==> config.mk <==
export PLATFORM = sky130hd
export DESIGN_NAME = id_stage
export DESIGN_NICKNAME = d
export VERILOG_FILES = /design/src/rtl/id_stage_pkg.sv /design/src/rtl/id_fwd_mux.sv /design/src/rtl/id_stage.sv
export SDC_FILE = /design/constraint.sdc
export NUM_CORES = 1
export LEC_CHECK = 0
export CAP_MARGIN = 15
export CORE_AREA = 2 2 260 262
export DETAILED_ROUTE_END_ITERATION = 16
export DIE_AREA = 0 0 262 264
export SYNTH_ARGS = -nofsm -noshare
export SYNTH_HDL_FRONTEND = slang
export SYNTH_SLANG_ARGS = --single-unit
==> constraint.sdc <==
create_clock -name clk -period 1.86 [get_ports clk]
set_input_delay 0.372 -clock clk [delete_from_list [all_inputs] [get_ports clk]]
set_output_delay 0.372 -clock clk [all_outputs]
set_load 0.02 [all_outputs]
==> src/rtl/id_stage_pkg.sv <==
// Shared RISC-V decode definitions for the instruction-decode stage:
// opcodes, ALU class codes, immediate/operand selectors and a control decoder.
package id_stage_pkg;

    localparam logic [6:0] OPC_OP        = 7'b0110011;
    localparam logic [6:0] OPC_OP_32     = 7'b0111011;
    localparam logic [6:0] OPC_OP_IMM    = 7'b0010011;
    localparam logic [6:0] OPC_OP_IMM_32 = 7'b0011011;
    localparam logic [6:0] OPC_LUI       = 7'b0110111;
    localparam logic [6:0] OPC_AUIPC     = 7'b0010111;
    localparam logic [6:0] OPC_LOAD      = 7'b0000011;
    localparam logic [6:0] OPC_STORE     = 7'b0100011;

    // ALU class codes; bit 7 flags a 32-bit word operation on RV64
    localparam logic [7:0] ALUOP_NOP       = 8'h00;
    localparam logic [7:0] ALUOP_ARITH     = 8'h01;
    localparam logic [7:0] ALUOP_ARITH_IMM = 8'h02;
    localparam logic [7:0] ALUOP_LUI       = 8'h03;
    localparam logic [7:0] ALUOP_AUIPC     = 8'h04;
    localparam logic [7:0] ALUOP_LOAD      = 8'h05;
    localparam logic [7:0] ALUOP_STORE     = 8'h06;
    localparam logic [7:0] ALUOP_WORD      = 8'h80;

    typedef enum logic [1:0] {IMM_NONE, IMM_I, IMM_S, IMM_U} imm_type_e;
    typedef enum logic [1:0] {OP1_ZERO, OP1_RS1, OP1_PC, OP1_IMM} op1_sel_e;
    typedef enum logic [1:0] {OP2_ZERO, OP2_RS2, OP2_IMM} op2_sel_e;

    typedef struct packed {
        logic      legal;
        logic [7:0] aluop;
        imm_type_e imm_type;
        op1_sel_e  op1_sel;
        op2_sel_e  op2_sel;
        logic      use_rs1;
        logic      use_rs2;
        logic      writes_rd;
        logic      mem;
        logic      store;
    } dec_ctrl_t;

    function automatic dec_ctrl_t decode_ctrl(input logic [6:0] opc, input logic word_ok);
        dec_ctrl_t d;
        d.legal     = 1'b0;
        d.aluop     = ALUOP_NOP;
        d.imm_type  = IMM_NONE;
        d.op1_sel   = OP1_ZERO;
        d.op2_sel   = OP2_ZERO;
        d.use_rs1   = 1'b0;
        d.use_rs2   = 1'b0;
        d.writes_rd = 1'b0;
        d.mem       = 1'b0;
        d.store     = 1'b0;
        case (opc)
            OPC_OP, OPC_OP_32: begin
                if (opc == OPC_OP || word_ok) begin
                    d.legal     = 1'b1;
                    d.aluop     = (opc == OPC_OP_32) ? (ALUOP_ARITH | ALUOP_WORD) : ALUOP_ARITH;
                    d.op1_sel   = OP1_RS1;
                    d.op2_sel   = OP2_RS2;
                    d.use_rs1   = 1'b1;
                    d.use_rs2   = 1'b1;
                    d.writes_rd = 1'b1;
                end
            end
            OPC_OP_IMM, OPC_OP_IMM_32: begin
                if (opc == OPC_OP_IMM || word_ok) begin
                    d.legal     = 1'b1;
                    d.aluop     = (opc == OPC_OP_IMM_32) ? (ALUOP_ARITH_IMM | ALUOP_WORD) : ALUOP_ARITH_IMM;
                    d.imm_type  = IMM_I;
                    d.op1_sel   = OP1_RS1;
                    d.op2_sel   = OP2_IMM;
                    d.use_rs1   = 1'b1;
                    d.writes_rd = 1'b1;
                end
            end
            OPC_LUI: begin
                d.legal     = 1'b1;
                d.aluop     = ALUOP_LUI;
                d.imm_type  = IMM_U;
                d.op1_sel   = OP1_IMM;
                d.writes_rd = 1'b1;
            end
            OPC_AUIPC: begin
                d.legal     = 1'b1;
                d.aluop     = ALUOP_AUIPC;
                d.imm_type  = IMM_U;
                d.op1_sel   = OP1_PC;
                d.op2_sel   = OP2_IMM;
                d.writes_rd = 1'b1;
            end
            OPC_LOAD: begin
                d.legal     = 1'b1;
                d.aluop     = ALUOP_LOAD;
                d.imm_type  = IMM_I;
                d.op1_sel   = OP1_RS1;
                d.op2_sel   = OP2_IMM;
                d.use_rs1   = 1'b1;
                d.writes_rd = 1'b1;
                d.mem       = 1'b1;
            end
            OPC_STORE: begin
                d.legal    = 1'b1;
                d.aluop    = ALUOP_STORE;
                d.imm_type = IMM_S;
                d.op1_sel  = OP1_RS1;
                d.op2_sel  = OP2_IMM;
                d.use_rs1  = 1'b1;
                d.use_rs2  = 1'b1;
                d.mem      = 1'b1;
                d.store    = 1'b1;
            end
            default: ;
        endcase
        return d;
    endfunction

endpackage

==> src/rtl/id_fwd_mux.sv <==
// Priority forwarding select for one source operand: x0 reads zero, otherwise
// the lowest-indexed (youngest) matching forward port wins over the regfile.
module id_fwd_mux
    import id_stage_pkg::*;
#(
    parameter int XLEN = 64,
    parameter int NFWD = 2
) (
    input  logic [4:0]           i_addr,
    input  logic [NFWD-1:0]      i_fwd_en,
    input  logic [5*NFWD-1:0]    i_fwd_addr,
    input  logic [XLEN*NFWD-1:0] i_fwd_data,
    input  logic [XLEN-1:0]      i_rf_data,
    output logic [XLEN-1:0]      o_data
);

    logic [NFWD-1:0] w_hit;

    for (genvar gi = 0; gi < NFWD; gi++) begin : g_hit
        assign w_hit[gi] = i_fwd_en[gi] && (i_fwd_addr[gi*5 +: 5] == i_addr);
    end

    // Walk from oldest to youngest so the lowest matching index ends up selected
    always_comb begin
        o_data = i_rf_data;
        for (int k = NFWD - 1; k >= 0; k--) begin
            if (w_hit[k]) o_data = i_fwd_data[k*XLEN +: XLEN];
        end
        if (i_addr == 5'd0) o_data = '0;
    end

endmodule

==> src/rtl/id_stage.sv <==
// Instruction-decode stage: decodes one RV32/RV64 integer instruction, resolves
// forwarded operands, detects load-use hazards and registers a single output slot.
module id_stage
    import id_stage_pkg::*;
#(
    parameter int XLEN = 64,
    parameter int NFWD = 2
) (
    input  logic                 clk,
    input  logic                 rst_n,
    input  logic                 in_valid,
    output logic                 in_ready,
    input  logic [31:0]          in_inst,
    input  logic [XLEN-1:0]      in_pc,
    output logic [4:0]           rs1_addr,
    output logic [4:0]           rs2_addr,
    input  logic [XLEN-1:0]      rs1_data,
    input  logic [XLEN-1:0]      rs2_data,
    input  logic [NFWD-1:0]      fwd_en,
    input  logic [5*NFWD-1:0]    fwd_addr,
    input  logic [XLEN*NFWD-1:0] fwd_data,
    input  logic                 ex_is_load,
    input  logic [4:0]           ex_rd,
    input  logic                 flush,
    output logic                 out_valid,
    input  logic                 out_ready,
    output logic [7:0]           out_aluop,
    output logic [3:0]           out_alusel,
    output logic [XLEN-1:0]      out_op1,
    output logic [XLEN-1:0]      out_op2,
    output logic [XLEN-1:0]      out_store_data,
    output logic [XLEN-1:0]      out_pc,
    output logic [4:0]           out_rd,
    output logic                 out_wen,
    output logic                 out_mem_valid,
    output logic                 out_mem_rw,
    output logic                 out_illegal
);

    logic [6:0]      w_opc;
    logic [2:0]      w_funct3;
    logic [4:0]      w_rd;
    dec_ctrl_t       w_ctrl;
    logic [XLEN-1:0] w_rs1_val;
    logic [XLEN-1:0] w_rs2_val;
    logic [XLEN-1:0] w_imm;
    logic [XLEN-1:0] w_op1;
    logic [XLEN-1:0] w_op2;
    logic [3:0]      w_alusel;
    logic            w_stall;
    logic            w_take;

    logic            r_valid;
    logic [7:0]      r_aluop;
    logic [3:0]      r_alusel;
    logic [XLEN-1:0] r_op1;
    logic [XLEN-1:0] r_op2;
    logic [XLEN-1:0] r_store_data;
    logic [XLEN-1:0] r_pc;
    logic [4:0]      r_rd;
    logic            r_wen;
    logic            r_mem_valid;
    logic            r_mem_rw;
    logic            r_illegal;

    assign w_opc    = in_inst[6:0];
    assign w_rd     = in_inst[11:7];
    assign w_funct3 = in_inst[14:12];
    assign rs1_addr = in_inst[19:15];
    assign rs2_addr = in_inst[24:20];
    assign w_ctrl   = decode_ctrl(w_opc, XLEN == 64);

    id_fwd_mux #(.XLEN(XLEN), .NFWD(NFWD)) u_fwd_rs1 (
        .i_addr     (rs1_addr),
        .i_fwd_en   (fwd_en),
        .i_fwd_addr (fwd_addr),
        .i_fwd_data (fwd_data),
        .i_rf_data  (rs1_data),
        .o_data     (w_rs1_val)
    );

    id_fwd_mux #(.XLEN(XLEN), .NFWD(NFWD)) u_fwd_rs2 (
        .i_addr     (rs2_addr),
        .i_fwd_en   (fwd_en),
        .i_fwd_addr (fwd_addr),
        .i_fwd_data (fwd_data),
        .i_rf_data  (rs2_data),
        .o_data     (w_rs2_val)
    );

    // Size casts of signed values sign-extend to XLEN for both RV32 and RV64
    always_comb begin
        w_imm = '0;
        case (w_ctrl.imm_type)
            IMM_I:   w_imm = XLEN'($signed(in_inst[31:20]));
            IMM_S:   w_imm = XLEN'($signed({in_inst[31:25], in_inst[11:7]}));
            IMM_U:   w_imm = XLEN'($signed({in_inst[31:12], 12'b0}));
            default: w_imm = '0;
        endcase
    end

    always_comb begin
        w_op1 = '0;
        w_op2 = '0;
        case (w_ctrl.op1_sel)
            OP1_RS1: w_op1 = w_rs1_val;
            OP1_PC:  w_op1 = in_pc;
            OP1_IMM: w_op1 = w_imm;
            default: w_op1 = '0;
        endcase
        case (w_ctrl.op2_sel)
            OP2_RS2: w_op2 = w_rs2_val;
            OP2_IMM: w_op2 = w_imm;
            default: w_op2 = '0;
        endcase
    end

    // Only the arithmetic-immediate shifts (funct3=101) carry inst[30] as SRA/SRL select
    always_comb begin
        w_alusel = 4'd0;
        if (w_ctrl.legal) begin
            case (w_opc)
                OPC_OP, OPC_OP_32:         w_alusel = {in_inst[30], w_funct3};
                OPC_OP_IMM, OPC_OP_IMM_32: w_alusel = (w_funct3 == 3'b101) ? {in_inst[30], w_funct3}
                                                                            : {1'b0, w_funct3};
                default:                   w_alusel = 4'd0;
            endcase
        end
    end

    assign w_stall = in_valid && ex_is_load && (ex_rd != 5'd0) &&
                     ((w_ctrl.use_rs1 && (ex_rd == rs1_addr)) ||
                      (w_ctrl.use_rs2 && (ex_rd == rs2_addr)));

    assign in_ready = rst_n && !w_stall && (!r_valid || out_ready);
    assign w_take   = in_valid && in_ready && !flush;

    always_ff @(posedge clk or negedge rst_n) begin
        if (!rst_n) begin
            r_valid      <= 1'b0;
            r_aluop      <= '0;
            r_alusel     <= '0;
            r_op1        <= '0;
            r_op2        <= '0;
            r_store_data <= '0;
            r_pc         <= '0;
            r_rd         <= '0;
            r_wen        <= 1'b0;
            r_mem_valid  <= 1'b0;
            r_mem_rw     <= 1'b0;
            r_illegal    <= 1'b0;
        end else if (flush) begin
            r_valid <= 1'b0;
        end else if (!r_valid || out_ready) begin
            r_valid <= w_take;
            if (w_take) begin
                r_aluop      <= w_ctrl.aluop;
                r_alusel     <= w_alusel;
                r_op1        <= w_op1;
                r_op2        <= w_op2;
                r_store_data <= w_ctrl.store ? w_rs2_val : '0;
                r_pc         <= in_pc;
                r_rd         <= w_ctrl.writes_rd ? w_rd : 5'd0;
                r_wen        <= w_ctrl.writes_rd && (w_rd != 5'd0);
                r_mem_valid  <= w_ctrl.mem;
                r_mem_rw     <= w_ctrl.store;
                r_illegal    <= !w_ctrl.legal;
            end
        end
    end

    assign out_valid      = r_valid;
    assign out_aluop      = r_aluop;
    assign out_alusel     = r_alusel;
    assign out_op1        = r_op1;
    assign out_op2        = r_op2;
    assign out_store_data = r_store_data;
    assign out_pc         = r_pc;
    assign out_rd         = r_rd;
    assign out_wen        = r_wen;
    assign out_mem_valid  = r_mem_valid;
    assign out_mem_rw     = r_mem_rw;
    assign out_illegal    = r_illegal;

endmodule

Word level (Yosys, flattened, before mapping)
Cells that the tools add are included.

Register bits: 278. Bits in latches: 0. Memory bits (writable): 0. ROM bits: 0. Bits of input ports: 375. Output and inout port bits: 289. Logic and storage cells: 98. Memories kept: 0.

$add $sub $neg: 0. $mul: 0. Div/mod/pow operators: 0. Order comparisons: 0. Equality and inequality tests: 23. Shift operators: 0. Mux-type cells: 27. Bitwise operators: 1. Reduce and logical (&&, ||, !) cells: 35.

Operators with widths (number): $mux 64 (7); $pmux 64 s3 (2); $pmux 64 s2 (1); $pmux 9 s6 (1); $eq 5x5->1 (6); $eq 7x6->1 const B (4); $eq 7x5->1 const B (3); $mux 8 (2); $logic_and 1x1->1 (14); $pmux 2 s3 (2); $eq 2x2->1 const B (5); $logic_not 5->1 (2); $reduce_bool 5->1 (2); $mux 4 (2); $pmux 4 s2 (1); $reduce_or 2->1 (4); $eq 7x2->1 const B (1); $mux 1 (7); $reduce_or 7->1 (1); $eq 2x1->1 const B (3); $reduce_or 3->1 (2); $reduce_or 6->1 (1); $mux 5 (1); $reduce_or 5->1 (1); 7 further kinds (11).

Longest topological paths before layout
Gate-level depths: netlist (run 1).

Word-level depth: 13. Gate-level depth with buffers: 14. Gate-level depth less buffers: 11.

Modules after synthesis
A second synthesis (run 1) with hierarchy kept.

Cell total of the unflattened synthesis: 1779. Area total of the unflattened synthesis: 17050.1 um^2.

Modules (own cells, without submodules): id_stage (times used 1, cells each 1101, area an instance 12993.7 um^2, sequential area each 6856.6 um^2); id_fwd_mux (times used 2, cells each 339, area an instance 2028.2 um^2, sequential area each 0.0 um^2).

Worst setup path after synthesis (run 1)
Ideal clock, no wire load.

Path kind: in2reg. From: input port in_inst[2]. To: register r_op2[47], in the netlist out_op2[47]. Library setup time: 126 ps. Arrival time: 3004 ps. Data required time: 1734 ps. Setup slack: -1270 ps. Stages: 14. Buffers on the path: 5. Cell sequence: clkbuf_1 > inv_1 > nor4_2 > clkbuf_1 > nor2_1 > o21ai_0 > inv_1 > ha_1 > nor2b_1 > and3_1 > clkbuf_1 > buf_2 > buf_2 > a221o_1.

Word-level cells in the longest chain between the ends: 12. Elaborated cells between the ends (all ways): 35. Those cells by class: eq/ne (13); mux (6); reduce/logical (16).

Ends and longest elaborated chain: from (decl) (line id_stage.sv:13) `input logic [31:0] in_inst,`; $eq 7x6->1 (tied with other cells) (line id_stage_pkg.sv:53) `case (opc)`; $reduce_or 6->1 (no source line) or $reduce_or 3->1 (tied branches); $mux 1; $logic_and 1x1->1, on equally long branches (line id_stage.sv:132, id_stage.sv:133); $logic_or 1x1->1 (line id_stage.sv:132) `((w_ctrl.use_rs1 && (ex_rd == rs1_addr)) ||`; $logic_and 1x1->1 (line id_stage.sv:131) `assign w_stall = in_valid && ex_is_load && (ex_rd != 5'd0) &&`; $logic_not 1->1 (line id_stage.sv:135) `assign in_ready = rst_n && !w_stall && (!r_valid || out_ready);`; $logic_and 1x1->1 (2 in series) (line id_stage.sv:135); $logic_and 1x1->1 (2 in series) (line id_stage.sv:136) `assign w_take = in_valid && in_ready && !flush;`; $reduce_and 3->1 (no source line); to (signal assigned) (line id_stage.sv:160) `r_op2 <= w_op2;`; to (decl) (line id_stage.sv:57) `logic [XLEN-1:0] r_op2;`.

Parallel ways exist; a longest one is shown, timed or not. A chain may end at the register's enable or synchronous reset.

Worst setup path in the final report (run 1)
From: input port ex_rd[4]. To: register r_store_data[38], in the netlist out_store_data[38].

Word-level cells in the longest chain between the ends: 10. Elaborated cells between the ends (all ways): 14. Those cells by class: eq/ne (2); reduce/logical (12).

Ends and longest elaborated chain: from (decl) (line id_stage.sv:23) `input logic [4:0] ex_rd,`; $eq 5x5->1, on equally long branches (line id_stage.sv:132, id_stage.sv:133); $logic_and 1x1->1, on equally long branches (line id_stage.sv:132, id_stage.sv:133); $logic_or 1x1->1 (line id_stage.sv:132); $logic_and 1x1->1 * (line id_stage.sv:131); $logic_not 1->1 * (line id_stage.sv:135); $logic_and 1x1->1 * (2 in series) (line id_stage.sv:135); $logic_and 1x1->1 * (2 in series) (line id_stage.sv:136); $reduce_and 3->1 (no source line) *; to (signal assigned) (line id_stage.sv:161) `r_store_data <= w_ctrl.store ? w_rs2_val : '0;`; to (decl) (line id_stage.sv:58) `logic [XLEN-1:0] r_store_data;`.

Every way passes the cells marked *; elsewhere a longest branch is shown, timed or not.

==> flow_summary_export.csv, run 1 <==
group,metric,value,unit
timing,rsz0062_at_grt,"true",
critical_path,r2r_start,"out_valid$_DFFE_PN0P_",
clock_tree,clk_path_buf_depth,3,
worst_hold_path,hold_depth,4,
synth,seq_area_frac_synth,47.4,%
critical_path,cp.required,2.33,ns
critical_path,ff2ff_setup_slack,-0.25,ns
critical_path,rr_endpoint,"out_store_data[38]$_DFFE_PN0P_",
critical_path,crit_path_end_kind,"flip-flop",
global_route,grt_pass1_wl,113000,um
critical_path,crit_type,"in -> reg",
synth,synth_edf_count,0,
clock_tree,cts-root-buf,"clkbuf_16",
timing,min_period_over_period,124,%
floorplan,initial_core_util,21.7,%
timing,fin_worst_skew,0.0193,ns
critical_path,startpoint_type,"input pin",
global_route,grt_max_degree,105,
outcome,status,"finished with violations",
global_route,track_usage,22.3,%
synth,synth_cell_types,50,
placement,place_congestion,0.888,
floorplan,die_h,264,um
synth,synthFlopType,"dfrtp_1",
timing,hold_viol,0,
timing,setup_violations,269,
floorplan,dieArea,69200,um2
power_and_ir_drop,total_power,17.3,mW
synth,synthCells,1363,
worst_hold_path,worstHoldStart,"in_inst[6]",
timing,slew_violations,0,
timing,fin_hold_ws,0.337,ns
route,wl_per_cell,26.6,um
global_route,grt_pass1_vias,16157,
timing,slew_headroom,54.5,%
route,wirelength,83300,um
placement,place_area,23400,um2
power_and_ir_drop,power_leakage,16.3,nW
placement,hpwl,54300,um
finish,drive_gt1_share,26.7,%
run,drv_cap,0,
clock_tree,h-tree-depth,2,
critical_path,path_max_fanout,4,
clock_tree,clkLatencyLatePin,0.55,ns
floorplan,ios,664,
timing,period_needed,2.30,ns
global_route,overflow,0,
synth,synth-xor-area-share,1.88,%
route,dr.pass1.iters,9,
route,drcViolationCount,0,
clock_tree,cts_made_buffers,35,
finish,final_cell_area,28200,um2
floorplan,coreArea,66600,um2
floorplan,num_rows,95,
outcome,violations,"negative setup slack",
finish,nets,2607,
finish,area_growth,94.9,%
clock_tree,cts_tree,"built",
route,dr_total_vias,15766,
timing,setup_tns,-84.56,ns
critical_path,crit_arrival,2.77,ns
timing,max_clock_freq,0.435,GHz
worst_hold_path,hold_end,"out_aluop[0]$_DFFE_PN0P_",
timing,layout_setup_ws,-0.439,ns
timing,worst_slew_pin_slew,0.683,ns
synth,yosysWarnings,0,
global_route,antenna_found_initial,6,
synth,async_flop_share,100,%
route,via_per_inst,5.04,
synth,synth_top_family_by_area,"compound AO/OA/AOI/OAI gates",
power_and_ir_drop,peakVddDrop,0.454,mV
clock_tree,path_clk_slew,0.06,ns
synth,synthSimpleGateAreaFrac,7.09,%
synth,synth_area_per_cell,10.6,um2
power_and_ir_drop,powerDensity,614,nW/um2
worst_hold_path,min_path_type,"in -> reg",
clock_tree,cts_sinks,274,
synth,synth_seq_cells,274,
floorplan,die_w,262,um
route,first_iter_violations,1304,
critical_path,r2r_cells,11,
synth,syn_area,14500,um2
synth,synth-compound-area-share,22.3,%
synth,synth_fa_ha_area_share,0.173,%
route,ant_nets,0,
finish,nFillCells,6149,
placement,io_buffer_count,659,
synth,synthMuxAreaShare,15.3,%
cells by family (layout without fill, tap and decap cells):
logic type / Yosys count / in the layout
XOR/XNOR: 31 / 31
AO/OA/AOI/OAI: 429 / 429
AND/OR/NAND/NOR: 231 / 234
adder cells (fa/ha/maj): 2 / 2
other: 1 / 6
buffers and inverters: 188 / 1074
multiplexers: 207 / 207
flip-flops: 274 / 274
timing repair:
item	in CTS	in global routing
cloned	43	15
endpoints found under the setup margin	558	552
gates resized for setup	212	397
hold endpoints to repair	30	0
hold buffers	1	0
pin swaps	82	114
setup buffers	59	27
worst max path at each step:
stage	startpoint	endpoint	slack [ns]	cells after the start
after floorplan	in_inst[6]	out_op2[50]$_DFFE_PN0P_	-0.84	13
after global placement	in_inst[15]	out_op1[10]$_DFFE_PN0P_	-1.18	9
after detailed placement	in_inst[6]	out_op2[48]$_DFFE_PN0P_	-1.22	9
after CTS	ex_rd[2]	out_store_data[46]$_DFFE_PN0P_	-0.43	13
after global routing	in_inst[6]	out_op2[60]$_DFFE_PN0P_	-0.48	14
final	ex_rd[4]	out_store_data[38]$_DFFE_PN0P_	-0.44	12
per-layer routing:
layer	part of all wire [%]	vias to the layer above	routed length (um)	GRT usage, %
met5	0	-	0	0
met3	7.4	160	6190	3.77
met1	41	7956	34000	28.8
met2	48	803	40000	37.5
met4	3.7	0	3060	7.25
li1	-	6847	-	-
registers in the layout, indices dropped and copies added (netlist names):
name	flops
out_pc	64
out_store_data	64
out_op2	64
out_illegal	1
out_mem_rw	1
out_aluop	4
out_valid	1
out_rd	5
out_alusel	4
out_mem_valid	1
out_op1	64
out_wen	1
metrics by stage:
step                      util, %  cells  worst slack, ns
after floorplan                 -   1366           -0.842
after global placement       35.1   2937            -1.18
after detailed placement     35.1   2937            -1.22
after CTS                    40.2   3098           -0.428
after global routing         42.3   3129           -0.482
final                        42.3   3130           -0.439
cells in the mapped netlist, drive strengths merged, types with 2 or more instances:
cell type	n	area share, %
dfrtp	274	47
nand2	165	4.3
o21ai	126	4.4
mux2	115	9.0
a22o	92	5.6
mux2i	92	6.4
clkbuf	74	1.9
buf	71	2.8
a221o	53	3.7
a21oi	43	1.5
inv	43	1.1
o221ai	33	2.0
a222oi	31	2.1
xnor2	22	1.3
nor2	20	0.52
a211oi	19	0.99
nor2b	10	0.43
xor2	9	0.55
o22ai	6	0.26
o2bb2ai	6	0.36
or4	6	0.31
a2bb2oi	5	0.30
nor4	5	0.36
o211a	5	0.35
o31ai	5	0.43
or2	5	0.22
nand2b	4	0.17
nand4	4	0.17
nor3	3	0.17
and3	2	0.087
ha	2	0.17
nand3	2	0.069
nand3b	2	0.10
power breakdown:
group | internal [mW] | switching [mW] | total [mW]
clock | 4.00 | 2.84 | 6.85
combinational | 2.14 | 1.84 | 3.97
sequential | 6.30 | 0.180 | 6.48
layout make-up:
cell class / count / area [um2] / share of cell area [%]
diodes: 2 / 5.00 / 0.0178
inverters: 43 / 164 / 0.582
clock inverters: 16 / 156 / 0.555
clock buffers: 46 / 978 / 3.47
multi-input cells: 907 / 7280 / 25.8
flip-flops and latches: 274 / 6860 / 24.3
repair buffers: 969 / 11600 / 41.3
well taps: 873 / 1090 / 3.88
critical path, cell delays in order:
cell and delay [ns]:
buf_8 0.10, or4_4 0.54, o2111a_1 0.28, a211o_4 0.34, buf_12 0.13, buf_12 0.12
nor3_4 0.20, buf_12 0.14, buf_16 0.12, buf_8 0.13, clkbuf_16 0.16, a22o_1 0.13
layout by cell type, fill, tap and decap left out, drive strengths merged, types with 5 or more instances in the layout:
cell type | netlist | layout
xor2 | 9 | 9
inv | 43 | 44
or4 | 6 | 6
o21ai | 126 | 126
xnor2 | 22 | 22
dlymetal6s2s | 0 | 280
a2bb2oi | 5 | 5
bufbuf | 0 | 7
o31ai | 5 | 5
clkdlybuf4s50 | 0 | 350
dfrtp | 274 | 274
o211a | 5 | 5
a221o | 53 | 53
clkinv | 0 | 10
a211oi | 19 | 19
clkbuf | 74 | 64
nor2b | 10 | 10
buf | 71 | 300
mux2i | 92 | 92
or2 | 5 | 8
nor4 | 5 | 5
o2bb2ai | 6 | 6
nor2 | 20 | 20
o22ai | 6 | 6
nand2 | 165 | 165
a21oi | 43 | 43
a222oi | 31 | 31
a22o | 92 | 92
o221ai | 33 | 33
mux2 | 115 | 115
dlygate4sd2 | 0 | 10
Note: power is estimated with default switching activity, not from simulation.
==> inputs of run 2 (changes only) <==
Settings changed: CORE_AREA 2 2 260 262 to 8 8 252 254, DIE_AREA 0 0 262 264 to 0 0 260 262, SLEW_MARGIN set to 10.
==> run 2 against run 1 <==
Against the previous run:
- the run still ends with negative setup slack left
- power up 1.7%
- clock skew is 0.011 ns lower
- wire length increased by 1.1%
- register-to-register slack improved by 0.07 ns
- die area down 1.5%
- clock power is 3.8% higher
- sequential cell count stayed put
- sequential power about the same
- design area shrank 1.7%
- count of clock-buffer cells in the layout grew 7
- core utilization increased by 4.2 points
- non-clock buffer count decreased by 25
==> flow_summary_export.csv, run 2 (same netlist as run 1, synthesis figures left out) <==
group,metric,value,unit
outcome,status,"finished with violations",
outcome,violations,"negative setup slack",
power_and_ir_drop,total_power,17.6,mW
clock_tree,clk_path_buf_depth,3,
power_and_ir_drop,peakVddDrop,0.441,mV
critical_path,startpoint_type,"input pin",
clock_tree,cts_tree,"built",
critical_path,path_cells,"buf_6, nand3b_1, buf_6, buf_6, or4_4, o21ai_4, inv_2, ha_4, nor2b_4, and3_4, buf_6, buf_12, a221o_1",
finish,nets,2584,
floorplan,num_rows,90,
critical_path,cp_slowest_cell,"or4_4",
floorplan,die_w,260,um
route,drcViolationCount,0,
power_and_ir_drop,switching_share,27.2,%
power_and_ir_drop,power.share.clock,40.4,%
global_route,grt_max_degree,106,
global_route,grt_pass1_vias,16376,
timing,fin_worst_skew,0.00780,ns
clock_tree,path_clk_slew,0.06,ns
floorplan,initial_core_util,24.3,%
power_and_ir_drop,p_int,12.8,mW
route,dr_total_vias,15522,
floorplan,ios,664,
timing,hold_viol,0,
timing,slew_violations,0,
worst_hold_path,min_path_type,"in -> reg",
global_route,track_usage,22.8,%
critical_path,cp.required,2.26,ns
placement,place_congestion,0.898,
route,top_layer_used,"met5",
placement,hpwl,57500,um
timing,max_clock_freq,0.451,GHz
timing,worst_slew_pin_slew,0.813,ns
power_and_ir_drop,power_leakage,16.1,nW
route,wirelength,84200,um
route,wl_met1,33700,um
route,routed-wl-met2,41200,um
route,dr.pass1.iters,7,
global_route,grt_pass1_wl,115000,um
route,ant_nets,0,
timing,fin_hold_ws,0.312,ns
clock_tree,cts_made_buffers,35,
finish,layout_common_cells,"349 x clkdlybuf4s50_1, 276 x dlymetal6s2s_1, 274 x dfrtp_1",
power_and_ir_drop,switching_power,4.79,mW
critical_path,crit_type,"in -> reg",
global_route,overflow,0,
critical_path,crit_arrival,2.62,ns
clock_tree,h-tree-depth,2,
finish,layout_commonest_cell,"clkdlybuf4s50_1",
finish,drive_gt1_share,26.7,%
timing,period_needed,2.22,ns
finish,final_cell_area,27700,um2
floorplan,dieArea,68100,um2
floorplan,coreArea,59600,um2
timing,setup_violations,271,
clock_tree,cts-root-buf,"clkbuf_16",
route,wl_per_cell,27.9,um
power_and_ir_drop,p_seq_share,36.8,%
critical_path,crit_path_end_kind,"flip-flop",
power_and_ir_drop,powerDensity,635,nW/um2
critical_path,cp_common_cell,"buf_6",
finish,nFillCells,5417,
critical_path,ff2ff_setup_slack,-0.18,ns
run,drv_cap,0,
placement,place_area,23100,um2
floorplan,die_h,262,um
route,wl_met3,6470,um
timing,slew_headroom,45.8,%
clock_tree,cts_sinks,274,
global_route,antenna_found_initial,6,
timing,min_period_over_period,119,%
placement,io_buffer_count,659,
critical_path,slowest_delay,0.44,ns
timing,rsz0062_at_grt,"true",
clock_tree,clkLatencyLatePin,0.52,ns
timing,layout_setup_ws,-0.359,ns
power_and_ir_drop,p_comb_share,22.8,%
route,first_iter_violations,1192,
critical_path,path_max_fanout,6,
route,via_per_inst,5.15,
finish,area_growth,91.5,%
run 2: repair_timing:
action                                  CTS  global route
hold buffers                              1             0
endpoints found under the hold margin    22             0
pin swaps                                86           100
cloned                                   37            13
endpoints found under the setup margin  559           551
buffers inserted                         65            30
gates resized for setup                 218           453
run 2: power groups by stage:
| stage | Combinational [mW] | Clock (mW) | Sequential (mW) |
|---|---|---|---|
| 6_report | 4.01 | 7.11 | 6.48 |
| 3_5_place_dp | 3.68 | 0 | 6.59 |
| 3_3_place_gp | 3.66 | 0 | 6.57 |
| 5_1_grt | 4.21 | 7.54 | 6.52 |
| 2_1_floorplan | 0.947 | 0 | 6.99 |
| 4_1_cts | 3.93 | 7.30 | 6.49 |
run 2: area by class of cell:
cell class	count	area, um2	share of cell area (%)
clock buffers	53	1030	3.71
repair buffers	944	11000	39.9
multi-input cells	909	7470	27.0
clock inverters	9	151	0.547
flip-flops and latches	274	6860	24.8
well taps	782	978	3.53
inverters	43	161	0.583
diodes	2	5.00	0.0181
run 2: worst max-delay path: cells and delay by family:
kind	cells	cell delay, ns
AND/OR/NAND/NOR	4	0.97
adder cells (fa/ha/maj)	1	0.15
AO/OA/AOI/OAI	2	0.43
buffers and inverters	6	0.67
run 2: routing by layer:
| layer | up-vias | GRT usage (%) |
|---|---|---|
| met5 | - | 0 |
| met4 | 2 | 7.58 |
| met3 | 149 | 6.26 |
| met2 | 702 | 38.9 |
| met1 | 7852 | 27.6 |
| li1 | 6817 | - |
run 2: final timing paths:
kind,from,end,depth (start not counted)
worst max-delay path,in_inst[6],out_op2[44]$_DFFE_PN0P_,13
worst min-delay path,in_inst[3],out_aluop[7]$_DFFE_PN0P_,3
worst max register to register,out_valid$_DFFE_PN0P_,out_op2[35]$_DFFE_PN0P_,8
worst min register to register,out_op1[15]$_DFFE_PN0P_,out_op1[15]$_DFFE_PN0P_,2
max in group asynchronous,rst_n,out_pc[40]$_DFFE_PN0P_,4
min in group asynchronous,rst_n,out_pc[17]$_DFFE_PN0P_,3
run 2: through the flow:
step / util [%] / TNS [ns] / std cells / setup slack (ns)
6_report: 46.5 / -58.70 / 3016 / -0.359
5_1_grt: 46.5 / -63.59 / 3014 / -0.384
3_5_place_dp: 38.8 / -299.80 / 2827 / -1.22
4_1_cts: 44.2 / -80.38 / 2991 / -0.356
2_1_floorplan: - / -129.58 / 1366 / -0.842
3_3_place_gp: 38.8 / -296.67 / 2827 / -1.21
